## config.mk

```make
export PLATFORM = sky130hd
export DESIGN_NAME = verin_pos_ctrl
export DESIGN_NICKNAME = d
export VERILOG_FILES = /design/src/rtl/verin_pos_ctrl.sv
export SDC_FILE = /design/constraint.sdc
export NUM_CORES = 1
export LEC_CHECK = 0
export ABC_AREA = 1
export CAP_MARGIN = 20
export CORE_MARGIN = 4
export CORE_UTILIZATION = 35
export CTS_CLUSTER_SIZE = 30
export DETAILED_ROUTE_END_ITERATION = 10
export PLACE_DENSITY = 0.57
export SLEW_MARGIN = 20
export SYNTH_ARGS = -nofsm -noshare
export SYNTH_HDL_FRONTEND = slang
export SYNTH_SLANG_ARGS = --single-unit
```

## constraint.sdc

```tcl
create_clock -name clk -period 4 [get_ports clk]
set_clock_uncertainty 0.15 [all_clocks]
set_input_delay 1.2 -clock clk [delete_from_list [all_inputs] [get_ports clk]]
set_output_delay 1.2 -clock clk [all_outputs]
set_load 0.02 [all_outputs]
```

## src/rtl/verin_pos_ctrl.sv

```systemverilog
// Closed-loop verin position controller: ADC0831-style serial sampler, IDLE/MOVING
// deadband FSM and a direction-safe PWM stage behind a 4-register Avalon-MM slave.
module verin_pos_ctrl #(
    parameter int ADC_DIV    = 50,
    parameter int PWM_PERIOD = 2000,
    parameter int DEADBAND   = 2
) (
    input  logic        clk,
    input  logic        reset_n,
    input  logic [1:0]  avs_address,
    input  logic        avs_write,
    input  logic [31:0] avs_writedata,
    input  logic        avs_read,
    output logic [31:0] avs_readdata,
    output logic        adc_cs_n,
    output logic        adc_clk,
    input  logic        adc_data,
    output logic        out_pwm,
    output logic        out_sens
);
    localparam int              DIVW     = $clog2(ADC_DIV + 1);
    localparam logic [DIVW-1:0] DIV_LAST = DIVW'(ADC_DIV - 1);
    localparam logic [11:0]     PWM_LAST = 12'(PWM_PERIOD - 1);
    localparam logic [11:0]     PWM_FULL = 12'(PWM_PERIOD);
    localparam logic [8:0]      DB       = 9'(DEADBAND);

    typedef enum logic {ST_IDLE = 1'b0, ST_MOVING = 1'b1} state_t;

    logic            r_enable;
    logic [7:0]      r_target;
    logic [10:0]     r_duty;
    logic            r_sync1, r_sync2;
    logic            r_run;
    logic [DIVW-1:0] r_div;
    logic [4:0]      r_half;
    logic [7:0]      r_shift;
    logic [7:0]      r_sample;
    logic            r_sample_valid;
    state_t          r_state;
    logic            r_done;
    logic [7:0]      r_tgt;
    logic            r_dir_req;
    logic            r_dir_valid;
    logic [11:0]     r_cnt;
    logic [11:0]     r_duty_lat;
    logic            r_armed;

    logic            w_wr_ctrl, w_go, w_abort, w_disable;
    logic [DIVW-1:0] w_div_nxt;
    logic [4:0]      w_half_nxt;
    logic            w_adc_step, w_frame_act, w_capture, w_frame_done;
    logic [8:0]      w_diff;
    state_t          w_state_nxt;
    logic            w_done_nxt, w_dir_req_nxt, w_dir_valid_nxt;
    logic [7:0]      w_tgt_nxt;
    logic [11:0]     w_cnt_nxt, w_duty_eff, w_duty_lat_nxt;
    logic            w_wrap, w_armed_nxt, w_sens_nxt, w_pwm_nxt;
    logic [31:0]     w_rdata;
    logic            w_unused_wdata;

    assign w_wr_ctrl      = avs_write && (avs_address == 2'd0);
    assign w_abort        = w_wr_ctrl && avs_writedata[2];
    // GO needs ENABLE in the same write; ABORT in that write suppresses it.
    assign w_go           = w_wr_ctrl && avs_writedata[1] && avs_writedata[0] && !avs_writedata[2];
    assign w_disable      = w_wr_ctrl && !avs_writedata[0];
    assign w_unused_wdata = &{1'b0, avs_writedata[31:11]};

    // Software-visible configuration registers.
    always_ff @(posedge clk or negedge reset_n) begin
        if (!reset_n) begin
            r_enable <= 1'b0;
            r_target <= 8'd0;
            r_duty   <= 11'd0;
        end else begin
            if (w_wr_ctrl) r_enable <= avs_writedata[0];
            if (avs_write && (avs_address == 2'd1)) r_target <= avs_writedata[7:0];
            if (avs_write && (avs_address == 2'd2)) r_duty <= avs_writedata[10:0];
        end
    end

    // Frame position: 20 half-periods of ADC_DIV cycles; halves 0..17 clocked, 18..19 deselected.
    always_comb begin
        w_div_nxt  = '0;
        w_half_nxt = 5'd0;
        w_adc_step = 1'b0;
        if (r_enable && r_run) begin
            if (r_div == DIV_LAST) begin
                w_adc_step = 1'b1;
                w_half_nxt = (r_half == 5'd19) ? 5'd0 : r_half + 5'd1;
            end else begin
                w_div_nxt  = r_div + 1'b1;
                w_half_nxt = r_half;
            end
        end else begin
            w_adc_step = 1'b0;
        end
    end

    assign w_frame_act  = r_enable && (w_half_nxt < 5'd18);
    assign w_capture    = w_adc_step && w_half_nxt[0] && (w_half_nxt >= 5'd3) && (w_half_nxt <= 5'd17);
    assign w_frame_done = w_adc_step && (w_half_nxt == 5'd18);

    // ADC sequencer, data synchroniser and sample capture.
    always_ff @(posedge clk or negedge reset_n) begin
        if (!reset_n) begin
            r_sync1        <= 1'b0;
            r_sync2        <= 1'b0;
            r_run          <= 1'b0;
            r_div          <= '0;
            r_half         <= 5'd0;
            r_shift        <= 8'd0;
            r_sample       <= 8'd0;
            r_sample_valid <= 1'b0;
            adc_cs_n       <= 1'b1;
            adc_clk        <= 1'b0;
        end else begin
            r_sync1        <= adc_data;
            r_sync2        <= r_sync1;
            r_run          <= r_enable;
            r_div          <= w_div_nxt;
            r_half         <= w_half_nxt;
            adc_cs_n       <= !w_frame_act;
            adc_clk        <= w_frame_act && w_half_nxt[0];
            r_sample_valid <= w_frame_done;
            if (w_capture) r_shift <= {r_shift[6:0], r_sync2};
            if (w_frame_done) r_sample <= r_shift;
        end
    end

    // 9-bit magnitude so positions near 0x00/0xFF never wrap.
    always_comb begin
        if (r_sample >= r_tgt) begin
            w_diff = {1'b0, r_sample} - {1'b0, r_tgt};
        end else begin
            w_diff = {1'b0, r_tgt} - {1'b0, r_sample};
        end
    end

    // Control FSM next state.
    always_comb begin
        w_state_nxt     = r_state;
        w_done_nxt      = r_done;
        w_tgt_nxt       = r_tgt;
        w_dir_req_nxt   = r_dir_req;
        w_dir_valid_nxt = r_dir_valid;
        case (r_state)
            ST_IDLE: begin
                if (w_abort) begin
                    w_done_nxt = 1'b0;
                end else if (w_go) begin
                    w_state_nxt     = ST_MOVING;
                    w_tgt_nxt       = r_target;
                    w_done_nxt      = 1'b0;
                    w_dir_valid_nxt = 1'b0;
                end else begin
                    w_state_nxt = ST_IDLE;
                end
            end
            ST_MOVING: begin
                if (w_abort || w_disable || !r_enable) begin
                    w_state_nxt     = ST_IDLE;
                    w_done_nxt      = 1'b0;
                    w_dir_valid_nxt = 1'b0;
                end else if (r_sample_valid) begin
                    if (w_diff <= DB) begin
                        w_state_nxt     = ST_IDLE;
                        w_done_nxt      = 1'b1;
                        w_dir_valid_nxt = 1'b0;
                    end else begin
                        w_dir_req_nxt   = (r_tgt > r_sample);
                        w_dir_valid_nxt = 1'b1;
                    end
                end else begin
                    w_state_nxt = ST_MOVING;
                end
            end
            default: begin
                w_state_nxt     = ST_IDLE;
                w_done_nxt      = 1'b0;
                w_dir_valid_nxt = 1'b0;
            end
        endcase
    end

    // Control FSM state register.
    always_ff @(posedge clk or negedge reset_n) begin
        if (!reset_n) begin
            r_state     <= ST_IDLE;
            r_done      <= 1'b0;
            r_tgt       <= 8'd0;
            r_dir_req   <= 1'b0;
            r_dir_valid <= 1'b0;
        end else begin
            r_state     <= w_state_nxt;
            r_done      <= w_done_nxt;
            r_tgt       <= w_tgt_nxt;
            r_dir_req   <= w_dir_req_nxt;
            r_dir_valid <= w_dir_valid_nxt;
        end
    end

    // Duty and direction only change at a period boundary, so no pulse is cut or reversed.
    always_comb begin
        w_cnt_nxt      = (r_cnt == PWM_LAST) ? 12'd0 : r_cnt + 12'd1;
        w_wrap         = (w_cnt_nxt == 12'd0);
        w_duty_eff     = ({1'b0, r_duty} > PWM_FULL) ? PWM_FULL : {1'b0, r_duty};
        w_duty_lat_nxt = w_wrap ? w_duty_eff : r_duty_lat;
        w_sens_nxt     = out_sens;
        if (w_state_nxt != ST_MOVING) begin
            w_armed_nxt = 1'b0;
        end else if (w_wrap && w_dir_valid_nxt) begin
            w_armed_nxt = 1'b1;
            w_sens_nxt  = w_dir_req_nxt;
        end else begin
            w_armed_nxt = r_armed;
        end
        w_pwm_nxt = (w_state_nxt == ST_MOVING) && w_armed_nxt && (w_cnt_nxt < w_duty_lat_nxt);
    end

    // PWM counter and power-stage outputs.
    always_ff @(posedge clk or negedge reset_n) begin
        if (!reset_n) begin
            r_cnt      <= 12'd0;
            r_duty_lat <= 12'd0;
            r_armed    <= 1'b0;
            out_sens   <= 1'b0;
            out_pwm    <= 1'b0;
        end else begin
            r_cnt      <= w_cnt_nxt;
            r_duty_lat <= w_duty_lat_nxt;
            r_armed    <= w_armed_nxt;
            out_sens   <= w_sens_nxt;
            out_pwm    <= w_pwm_nxt;
        end
    end

    // Read mux; CTRL reads back only ENABLE.
    always_comb begin
        w_rdata = 32'd0;
        case (avs_address)
            2'd0:    w_rdata = {31'd0, r_enable};
            2'd1:    w_rdata = {24'd0, r_target};
            2'd2:    w_rdata = {21'd0, r_duty};
            2'd3:    w_rdata = {22'd0, r_done, (r_state == ST_MOVING), r_sample};
            default: w_rdata = 32'd0;
        endcase
    end

    // Registered read data, one cycle after avs_read.
    always_ff @(posedge clk or negedge reset_n) begin
        if (!reset_n) begin
            avs_readdata <= 32'd0;
        end else if (avs_read) begin
            avs_readdata <= w_rdata;
        end else begin
            avs_readdata <= avs_readdata;
        end
    end

endmodule
```

==> load_flow_metrics.sql <==
INSERT INTO impl_metrics (metric_group, metric, value, unit) VALUES
('run_status', 'outcome', 'complete, no violations', ''),
('logic_synthesis', 'synth_area_leader_cell', 'sky130_fd_sc_hd__dfrtp_1', ''),
('timing', 'setup-tns-final', '0', 'ns'),
('timing', 'setup_repair_after_global_routing_missed_its_margin', 'false', ''),
('die', 'floorplan.core_area', '16640', 'µm²'),
('timing', 'hold_viol_final', '0', ''),
('global_routing', 'first_global_vias', '4237', ''),
('route', 'wl_per_cell', '12.49', 'µm'),
('setup_path', 'r2r-end', 'out_pwm', ''),
('logic_synthesis', 'syn_area_per_cell', '7.844', 'µm²'),
('logic_synthesis', 'synth_commonest_cells', 'sky130_fd_sc_hd__nand2_1, sky130_fd_sc_hd__inv_1, sky130_fd_sc_hd__dfrtp_1, sky130_fd_sc_hd__nor2_1, sky130_fd_sc_hd__nand3_1', ''),
('setup_path', 'rr_worst_depth', '16', ''),
('finish', 'layout.core_utilization', '0.4046', ''),
('clocking', 'clk_root_buffer_cell', 'sky130_fd_sc_hd__clkbuf_16', ''),
('logic_synthesis', 'synth-edff-count', '0', ''),
('min_path', 'worstHoldPathType', 'reg -> reg', ''),
('route', 'drc_errors', '0', ''),
('flow_run', 'max-cap-violations', '0', ''),
('logic_synthesis', 'seq_area_frac_synth', '0.4337', ''),
('setup_path', 'crit_path_start_kind', 'register', ''),
('route', 'antenna_violating_nets_post_route', '0', ''),
('global_routing', 'grt_first_pass_wirelength', '21330', 'µm'),
('clocking', 'clk_pin_slew', '0.07', 'ns'),
('power', 'p_leak', '3.441', 'nW'),
('clocking', 'number_of_hold_buffers_added_after_cts', '0', ''),
('clocking', 'cts_htree_levels', '3', ''),
('die', 'top_level_ports', '75', ''),
('power', 'vdd_ir_drop_max', '0.0002048', 'V'),
('global_routing', 'antenna_found_initial', '0', ''),
('timing', 'final_max_slew_viol_count', '0', ''),
('logic_synthesis', 'yosysUniqueCellTypes', '47', ''),
('timing', 'fin_crit', '3.421', 'ns'),
('setup_path', 'crit_fanout', '16', ''),
('clocking', 'tritoncts_buffers', '9', ''),
('timing', 'timing.slew.headroom', '0.5052', ''),
('clocking', 'cts.path.max_buffers', '2', ''),
('global_routing', 'grtUsageTotal', '0.1371', ''),
('finish', 'multi_input_comb_area', '2731', 'µm²'),
('setup_path', 'worstPathRequired', '4.13', 'ns'),
('finish', 'antennaDiodeCount', '0', ''),
('global_routing', 'grt_start_max_net_pins', '57', ''),
('die', 'dieArea', '19140', 'µm²'),
('clocking', 'ctsResizeCount', '0', ''),
('die', 'floorplan.die.height', '138.3', 'µm'),
('min_path', 'whs_path_depth', '0', ''),
('timing', 'final-setup-viol-count', '0', ''),
('global_routing', 'overflow', '0', ''),
('finish', 'areaGrowthSynthToFinish', '13.26', '%'),
('route', 'detailroute.via_count', '4580', ''),
('setup_path', 'critical_path.endpoint_type', 'register', ''),
('setup_path', 'timing.rr.start', 'r_cnt[0]', ''),
('route', 'drt-initial-drc-count', '264', ''),
('finish', 'post_route_cells_drive_above_1_share', '0.07644', ''),
('logic_synthesis', 'synthesized_instance_count', '758', ''),
('min_path', 'worstHoldEndpoint', 'r_sync2', ''),
('route', 'vias_per_cell', '4.499', ''),
('finish', 'fillers', '1711', ''),
('setup_path', 'cp_data_arrival_time', '3.55', 'ns'),
('setup_path', 'path_type_of_the_worst_setup_path', 'reg -> reg', ''),
('clocking', 'post_cts.repair.setup_buffers', '0', ''),
('power', 'power_density', '368.3', 'nW/µm²'),
('die', 'die_width', '138.3', 'µm'),
('finish', 'area.sequential', '2579', 'µm²'),
('timing', 'fmax', '0.2923', 'GHz'),
('logic_synthesis', 'synth-async-reset-ratio', '1.000', ''),
('logic_synthesis', 'top_post_synthesis_cells_by_area', 'sky130_fd_sc_hd__dfrtp_1, sky130_fd_sc_hd__nand2_1, sky130_fd_sc_hd__inv_1, sky130_fd_sc_hd__ha_1, sky130_fd_sc_hd__nor2_1', ''),
('min_path', 'hold_path_startpoint', 'r_sync1', ''),
('clocking', 'clock_insertion_delay_worst_skew', '0.36', 'ns'),
('logic_synthesis', 'post-synth-top-count-cell', 'sky130_fd_sc_hd__nand2_1', ''),
('route', 'totalWireLength', '12720', 'µm'),
('placement', 'post-dp-hpwl', '9860', 'µm');
metal layers:
metal,share of wire,track usage,vias up
li1,-,-,2425
met1,0.52,0.2015,2062
met2,0.43,0.1996,82
met3,0.039,0.03453,11
met4,0.0099,0.04004,0
met5,0,0,-
metrics by stage:
stage,total power [mW],hold slack [ns],instances,cell area [µm²]
finish,2.480,0.2007,1018,6734
global placement,1.636,0.1869,1002,6445
CTS,2.519,0.2029,1018,6734
detailed placement,1.640,0.1847,1002,6445
global route,2.631,0.2253,1018,6734
floorplan,1.493,0.1812,778,6021
final cells by class:
cell class / count / area share
repair buffers: 36 / 0.05351
well taps: 220 / 0.04088
clock buffers: 9 / 0.03344
flip-flops and latches: 103 / 0.3829
clock inverters: 7 / 0.009476
multi-input cells: 510 / 0.4056
inverters: 133 / 0.07414
state kept, by name (all words and copies together), names as in the netlist, 5 cells and up:
signal,cells
avs_readdata,11
r_cnt,12
r_div,6
r_duty,11
r_duty_lat,12
r_half,5
r_sample,8
r_shift,8
r_target,8
r_tgt,8
cells by family after synthesis:
kind of cell,after synthesis,synth area share
and+or+nand+nor,341,0.2515
buffers and inverters,165,0.1195
DFF,103,0.4337
AOI/OAI and AO/OA,100,0.09765
adders and majority gates,34,0.07407
xor gates and xnor gates,8,0.01178
muxes,6,0.01115
other,1,0.0006307
where the power goes:
part	switching, mW	internal [mW]
logic	0.284	0.168
registers	0.0530	1.11
clock network	0.425	0.438
layout by cell type (no fill, tap or decap), types with 12 or more instances in the layout:
master,netlist,layout
sky130_fd_sc_hd__a21oi_1,25,25
sky130_fd_sc_hd__clkdlybuf4s50_1,0,31
sky130_fd_sc_hd__conb_1,1,21
sky130_fd_sc_hd__dfrtp_1,102,102
sky130_fd_sc_hd__ha_1,32,32
sky130_fd_sc_hd__inv_1,130,130
sky130_fd_sc_hd__nand2_1,189,189
sky130_fd_sc_hd__nand3_1,46,46
sky130_fd_sc_hd__nor2_1,63,63
sky130_fd_sc_hd__o21ai_0,35,35
sky130_fd_sc_hd__o21ai_1,12,12
worst max path at each step:
stage	startpoint	slack [ns]	endpoint
2_1_floorplan	r_cnt[0]	1.12	out_pwm
3_3_place_gp	r_cnt[0]	0.53	out_pwm
3_5_place_dp	r_cnt[0]	0.52	out_pwm
4_1_cts	r_cnt[0]	0.48	out_pwm
5_1_grt	r_cnt[1]	0.06	out_pwm
6_report	r_cnt[0]	0.58	out_pwm
critical path, stage by stage, from the launching register on:
cell and delay [ns]:
sky130_fd_sc_hd__dfrtp_1 0.38, sky130_fd_sc_hd__ha_1 0.25, sky130_fd_sc_hd__nand3_2 0.12, sky130_fd_sc_hd__nor2_1 0.17
sky130_fd_sc_hd__nand3_1 0.09, sky130_fd_sc_hd__nand3_1 0.16, sky130_fd_sc_hd__nand2_1 0.07, sky130_fd_sc_hd__nor2_1 0.21
sky130_fd_sc_hd__nand3_2 0.10, sky130_fd_sc_hd__buf_4 0.21, sky130_fd_sc_hd__o21ai_0 0.24, sky130_fd_sc_hd__ha_1 0.29
sky130_fd_sc_hd__a21oi_1 0.13, sky130_fd_sc_hd__nor2_1 0.05, sky130_fd_sc_hd__a2111oi_0 0.38, sky130_fd_sc_hd__nand3_1 0.17
sky130_fd_sc_hd__nor2_1 0.16
Power figures use the tool's default switching activity.
